`src/rtl/mmio_responder.sv`:
```
// Memory-mapped responder: passes RAM accesses through to an external
// synchronous RAM and answers IO accesses from a small register set.
// The IO registers are LED, synchronised switches, and a periodic timer
// with compare/match and a read-to-clear status flag.
// Every read returns its data exactly one cycle after the request.
//
// Response-select FSM
//   state     | meaning
//   RESP_NONE | no read last cycle; read_data is driven to zero
//   RESP_RAM  | RAM read last cycle; read_data follows ram_dout
//   RESP_IO   | IO read last cycle; read_data is the captured IO value
module mmio_responder #(
    parameter int SYNC_STAGES = 2
) (
    input  logic        clk,
    input  logic        reset,
    input  logic [1:0]  mem_cmd,
    input  logic [8:0]  mem_addr,
    input  logic [15:0] write_data,
    input  logic [15:0] ram_dout,
    input  logic [7:0]  sw,
    output logic        ram_write,
    output logic [15:0] read_data,
    output logic [7:0]  led,
    output logic        timer_irq
);

    localparam logic [1:0] CMD_WRITE = 2'b00;
    localparam logic [1:0] CMD_READ  = 2'b01;

    localparam logic [8:0] ADDR_LED    = 9'h100;
    localparam logic [8:0] ADDR_SW     = 9'h140;
    localparam logic [8:0] ADDR_COUNT  = 9'h180;
    localparam logic [8:0] ADDR_CMP    = 9'h181;
    localparam logic [8:0] ADDR_STATUS = 9'h182;
    localparam logic [8:0] ADDR_CTRL   = 9'h183;

    typedef enum logic [1:0] {
        RESP_NONE = 2'd0,
        RESP_RAM  = 2'd1,
        RESP_IO   = 2'd2
    } resp_t;

    resp_t resp_q;
    resp_t resp_d;

    logic        is_read;
    logic        is_write;
    logic        io_sel;

    logic        wr_led;
    logic        wr_count;
    logic        wr_cmp;
    logic        wr_ctrl;
    logic        rd_status;

    logic [7:0]  led_q;
    logic [15:0] count_q;
    logic [15:0] count_d;
    logic [15:0] cmp_q;
    logic        enable_q;
    logic        flag_q;
    logic        flag_d;
    logic        match;

    logic [SYNC_STAGES-1:0][7:0] sw_pipe;
    logic [7:0]  sw_sync;

    logic [15:0] io_value;
    logic [15:0] io_rdata_q;

    // Command decode shared by the write strobes and the read path.
    always_comb begin
        is_read   = (mem_cmd == CMD_READ);
        is_write  = (mem_cmd == CMD_WRITE);
        io_sel    = mem_addr[8];
        wr_led    = is_write && (mem_addr == ADDR_LED);
        wr_count  = is_write && (mem_addr == ADDR_COUNT);
        wr_cmp    = is_write && (mem_addr == ADDR_CMP);
        wr_ctrl   = is_write && (mem_addr == ADDR_CTRL);
        rd_status = is_read  && (mem_addr == ADDR_STATUS);
    end

    assign ram_write = is_write && !io_sel;

    // Switch synchroniser; only the last stage is ever looked at.
    always_ff @(posedge clk or posedge reset) begin
        if (reset) begin
            sw_pipe <= '0;
        end else begin
            sw_pipe <= {sw_pipe[SYNC_STAGES-2:0], sw};
        end
    end

    assign sw_sync = sw_pipe[SYNC_STAGES-1];

    // Timer next state: a bus write to COUNT overrides both the match
    // reload and the increment; the match itself still sets the flag.
    always_comb begin
        match   = enable_q && (count_q == cmp_q);
        count_d = count_q;
        if (wr_count) begin
            count_d = write_data;
        end else if (match) begin
            count_d = 16'h0000;
        end else if (enable_q) begin
            count_d = count_q + 16'd1;
        end

        flag_d = flag_q;
        if (match) begin
            flag_d = 1'b1;
        end else if (rd_status) begin
            flag_d = 1'b0;
        end
    end

    // IO register file and timer state.
    always_ff @(posedge clk or posedge reset) begin
        if (reset) begin
            led_q    <= 8'h00;
            count_q  <= 16'h0000;
            cmp_q    <= 16'h0000;
            enable_q <= 1'b0;
            flag_q   <= 1'b0;
        end else begin
            if (wr_led) begin
                led_q <= write_data[7:0];
            end
            if (wr_cmp) begin
                cmp_q <= write_data;
            end
            if (wr_ctrl) begin
                enable_q <= write_data[0];
            end
            count_q <= count_d;
            flag_q  <= flag_d;
        end
    end

    // IO read mux over pre-edge register values; unmapped addresses read zero.
    always_comb begin
        io_value = 16'h0000;
        case (mem_addr)
            ADDR_LED:    io_value = {8'h00, led_q};
            ADDR_SW:     io_value = {8'h00, sw_sync};
            ADDR_COUNT:  io_value = count_q;
            ADDR_CMP:    io_value = cmp_q;
            ADDR_STATUS: io_value = {15'h0000, flag_q};
            ADDR_CTRL:   io_value = {15'h0000, enable_q};
            default:     io_value = 16'h0000;
        endcase
    end

    // Capture IO read data so it is presented in the following cycle.
    always_ff @(posedge clk or posedge reset) begin
        if (reset) begin
            io_rdata_q <= 16'h0000;
        end else if (is_read && io_sel) begin
            io_rdata_q <= io_value;
        end
    end

    // Response-select state register.
    always_ff @(posedge clk or posedge reset) begin
        if (reset) begin
            resp_q <= RESP_NONE;
        end else begin
            resp_q <= resp_d;
        end
    end

    // Response-select next state and read_data steering.
    always_comb begin
        resp_d    = RESP_NONE;
        read_data = 16'h0000;
        if (is_read) begin
            resp_d = io_sel ? RESP_IO : RESP_RAM;
        end
        case (resp_q)
            RESP_RAM: read_data = ram_dout;
            RESP_IO:  read_data = io_rdata_q;
            default:  read_data = 16'h0000;
        endcase
    end

    assign led       = led_q;
    assign timer_irq = flag_q;

endmodule
```
`config.mk`:
```
export PLATFORM = sky130hd
export DESIGN_NAME = mmio_responder
export DESIGN_NICKNAME = d
export VERILOG_FILES = /design/src/rtl/mmio_responder.sv
export SDC_FILE = /design/constraint.sdc
export NUM_CORES = 1
export LEC_CHECK = 0
export ABC_AREA = 1
export BUFFER_PORTS_ARGS = -buffer_cell sky130_fd_sc_hd__buf_2
export CELL_PAD_IN_SITES_DETAIL_PLACEMENT = 0
export CELL_PAD_IN_SITES_GLOBAL_PLACEMENT = 2
export CORE_MARGIN = 5
export CORE_UTILIZATION = 34
export CTS_CLUSTER_DIAMETER = 80
export DETAILED_ROUTE_END_ITERATION = 6
export GPL_ROUTABILITY_DRIVEN = 1
export PLACE_DENSITY = 0.94
export REMOVE_ABC_BUFFERS = 1
export SYNTH_ARGS = -nofsm -noshare
export SYNTH_HDL_FRONTEND = slang
export SYNTH_SLANG_ARGS = --single-unit
```
`constraint.sdc`:
```
create_clock -name clk -period 3.9 [get_ports clk]
set_input_delay 0.195 -clock clk [delete_from_list [all_inputs] [get_ports clk]]
set_output_delay 0.195 -clock clk [all_outputs]
set_load 0.02 [all_outputs]
```
Yosys cells after proc, flatten, opt, wreduce, memory -nomap -nowiden
Index checks and enable logic that the tools add are counted.
Word-level totals
  bits in registers: 76
  input bits: 53
  output and inout port bits: 26
Cells by class
  $add $sub $neg: 1
  equality and inequality tests: 10
  muxes and demuxes: 9
  reduce and logical (&&, ||, !) cells: 12
Operator list (count)
  16-bit case mux with 6 select lines: 1
  9-bit == test, second input constant: 6
  16-bit 2-to-1 mux: 3
  16-bit case mux with 2 select lines: 1
  16-bit by 1-bit adder with 16-bit output, second input constant: 1
  16-bit == test: 1
  1-bit logical AND: 8
  2-bit by 1-bit == test with 1-bit output, second input constant: 2
  2-bit 2-to-1 mux: 2
  3-bit nonzero test: 1
  2-bit == test, second input constant: 1
  2-bit zero test: 1
  1-bit 2-to-1 mux: 2
  2-bit nonzero test: 1
  1-bit zero test: 1

Logic depth before layout (Yosys ltp)
  word-level depth: 4
  gate-level depth with buffers: 11
  depth with buffers taken out: 11

Worst setup path before layout
Ideal clock, no wire load.
  path type: reg2out
  start: register resp_q[1]
  end: output read_data[11]
  arrival time: 1455 ps
  path slack: 2250 ps
  cell stages (with the launch flop): 7
  buffers on the path: 2
  path through: dfrtp_1 > inv_1 > ha_1 > clkbuf_1 > clkbuf_1 > nand2_1 > a21oi_1
On the way
  word-level cells in the longest chain between the ends: 2
  elaborated cells on any way between the ends: 3
  those cells by class: eq/ne (2); mux (1)
RTL lines
  start, declared: line 44  | resp_t resp_q;
  start signal, assigned: line 169  | resp_q <= resp_d;
  2-bit == test / 2-bit by 1-bit == test with 1-bit output (equally long branches): line 180  | case (resp_q)
  16-bit case mux with 2 select lines *: line 180
  end, declared: line 23  | output logic [15:0] read_data,
Every way passes the cells marked *; elsewhere a longest branch is shown, timed or not.

Worst setup path after layout
  start: input mem_addr[8]
  end: register io_rdata_q[5]
On the way
  word-level cells in the longest chain between the ends: 2
  elaborated cells on any way between the ends: 8
  those cells by class: eq/ne (6); mux (1); reduce/logical (1)
RTL lines
  start, declared: line 18  | input logic [8:0] mem_addr,
  9-bit == test: line 144  | case (mem_addr)
  16-bit case mux with 6 select lines: line 144
  end signal, assigned: line 160  | io_rdata_q <= io_value;
  end, declared: line 70  | logic [15:0] io_rdata_q;
Parallel ways exist; a longest one is shown, timed or not.
A chain may end at the register's enable or synchronous reset.

==> flow_summary.ini <==
[clock_network]
cts.sinks = 76
cts_setup_buffers = 0
cts.hold.buffers_added = 8
cts_buffers = 9
cts-resized-gates = 0
tritoncts = done
root_buffer = clkbuf_16
htree_num_levels = 3
clkTransAtPathRegs_ps = 60
clockBufferDepth = 2
clock_latency_ps = 340

[synth]
synthFlopType = dfrtp_1
synth.distinct_cells = 33
synth_warnings = 0
synth_top_cell_area_share_pct = 41.34
yosysTopAreaCell = dfrtp_1
synth_edf_count = 0
avgSynthCellArea_sq_um = 7.211
synth_seq_cells = 76
syn_area_sq_mm = 0.004601
synthArstFlopShare_pct = 100.0
netlist_instances = 638
synth_area_leaders = dfrtp_1, nand2_1, nand3_1, inv_1, nor2_1
seq_area_frac_synth_pct = 41.34

[final_layout]
drive_gt1_share_pct = 18.38
stdcell_count = 894
final_cell_mix = nand2_1, buf_2, inv_1, dfrtp_1, nand3_1
multi_input_area_sq_mm = 0.002238
final_common_cell = nand2_1
area_delta_synth_final_pct = 19.09
n_antenna_cell = 0
regArea_sq_mm = 0.001902
final_nets = 769
nFillCells = 1428

[timing]
worst_pin_slew_ps = 976.8
setup_tns_ps = 0
relSlewSlack_pct = 34.78
hold_violations = 0
timing.final.crit_share_pct = 48.54
setup_viol = 0
max_freq_mhz = 528.2
grt_setup_unrepaired = no
clock_skew_ps = 11.75
whs_ps = 80.98
slew_viol_final = 0
period_minus_slack_ps = 1893
setup_slack_ps = 2007

[status]
status = completed

[floorplan]
fp-row-count = 42
die_area_sq_mm = 0.01596
io_pins = 79
core_sq_mm = 0.01324
start_util_pct = 34.74
die_x_um = 126.3
die_h_um = 126.3

[placed_design]
dp.cells = 870
io_buffers = 78
pre_cts_slack_ps = 1612
dp_hpwl_um = 9493
gp_congestion = 0.8533

[detailed_routing]
drc = 0
firstDrtPassIters = 4
route.vias.total = 4204
drt_iter0_drc = 257
routed_wl_um = 12890
post_drt_wl_per_cell_um = 14.42
ant_nets = 0
vias_per_cell = 4.702

[global_routing]
grt_use_total_pct = 16.62
grt_max_degree = 48
grt_pass1_wl_um = 21520
grt_overflow = 0
antenna_found_initial = 0
grt_pass1_vias = 4166

[hold_path]
hp-class = input pin to async pin

[power]
power_mw = 2.095
ir_worst_vdd_v = 0.0002170
p_leak_nw = 2.807
power_density_mw_per_mm2 = 382.3

[critical_path]
end_kind = register
setup.worst_path.class = input pin to register
cp.required_ps = 4120
cp.arrival_ps = 2120
path_max_fanout = 37
cp-start-kind = input pin

[job]
maxCapViolCount = 0
==> cell usage after synthesis, types with 6 or more instances <==
| library cell | instances |
|---|---|
| a21oi_1 | 16 |
| nor2_1 | 39 |
| o21ai_0 | 18 |
| o22ai_1 | 8 |
| inv_1 | 77 |
| nand3_1 | 60 |
| dfrtp_1 | 76 |
| nor3_1 | 6 |
| inv_2 | 7 |
| nand2_1 | 238 |
| xor2_1 | 11 |
| clkbuf_1 | 10 |
| nand4_1 | 20 |
| buf_6 | 6 |
| nor2_4 | 6 |
==> routing by layer <==
| layer | global-route usage (%) | vias to the layer above | routed length (um) | part of all wire (%) |
|---|---|---|---|---|
| met5 | 0 | - | 0 | 0 |
| met4 | 4.038 | 0 | 138 | 1.1 |
| met3 | 2.984 | 8 | 639 | 5.0 |
| met2 | 27.20 | 97 | 5980 | 46 |
| met1 | 22.98 | 1934 | 6132 | 48 |
| li1 | - | 2165 | - | - |
==> logic make-up after synthesis <==
| family | synth area share [%] |
|---|---|
| DFF | 41.34 |
| muxes | 2.284 |
| AOI/OAI and AO/OA | 4.895 |
| adders and majority gates | 0.8160 |
| buffers and inverters | 10.01 |
| and+or+nand+nor | 38.56 |
| xor gates and xnor gates | 2.094 |
==> final timing paths <==
check,to,from,depth (start not counted),slack (ps)
max,io_rdata_q[5],mem_addr[8],6,2010
min,sw_pipe[6],reset,2,80
max reg2reg,count_q[11],count_q[11],9,2090
min reg2reg,sw_sync[7],sw_pipe[7],0,350
max in group asynchronous,count_q[6],reset,3,2880
min in group clk,cmp_q[10],write_data[10],2,100
==> report_power, final <==
group	switching [mW]	total, mW	internal (mW)	leakage [nW]
clock	0.354	0.919	0.565	0.161
sequential	0.0446	0.868	0.824	1.01
combinational	0.203	0.307	0.105	1.64
total	0.601	2.09	1.49	2.81
==> worst max-delay path, stage by stage <==
cell and delay, ps:
buf_2 560, inv_1 110, nor2_2 570, inv_1 430, nand2_1 170, nand2_1 60
==> final cells by class <==
| type | instances | area share (%) |
|---|---|---|
| multi-input cells | 454 | 40.85 |
| inverters | 85 | 5.823 |
| well taps | 176 | 4.019 |
| clock buffers | 9 | 4.111 |
| repair buffers | 87 | 8.723 |
| clock inverters | 7 | 1.758 |
| flip-flops and latches | 76 | 34.71 |
==> registers in the layout (all words and copies together), names as in the netlist <==
signal / flops
cmp_q: 16
count_q: 16
io_rdata_q: 16
led: 8
sw_pipe: 8
sw_sync: 8
resp_q: 2
enable_q: 1
timer_irq: 1
==> stage by stage <==
stage | instance area (sq um) | utilization [%]
final | 5479 | 41.37
after global routing | 5479 | 41.37
after CTS | 5479 | 41.37
after detailed placement | 5077 | 38.34
after global placement | 5077 | 38.34
after floorplan | 4459 | -
(Power assumes the default switching activity.)
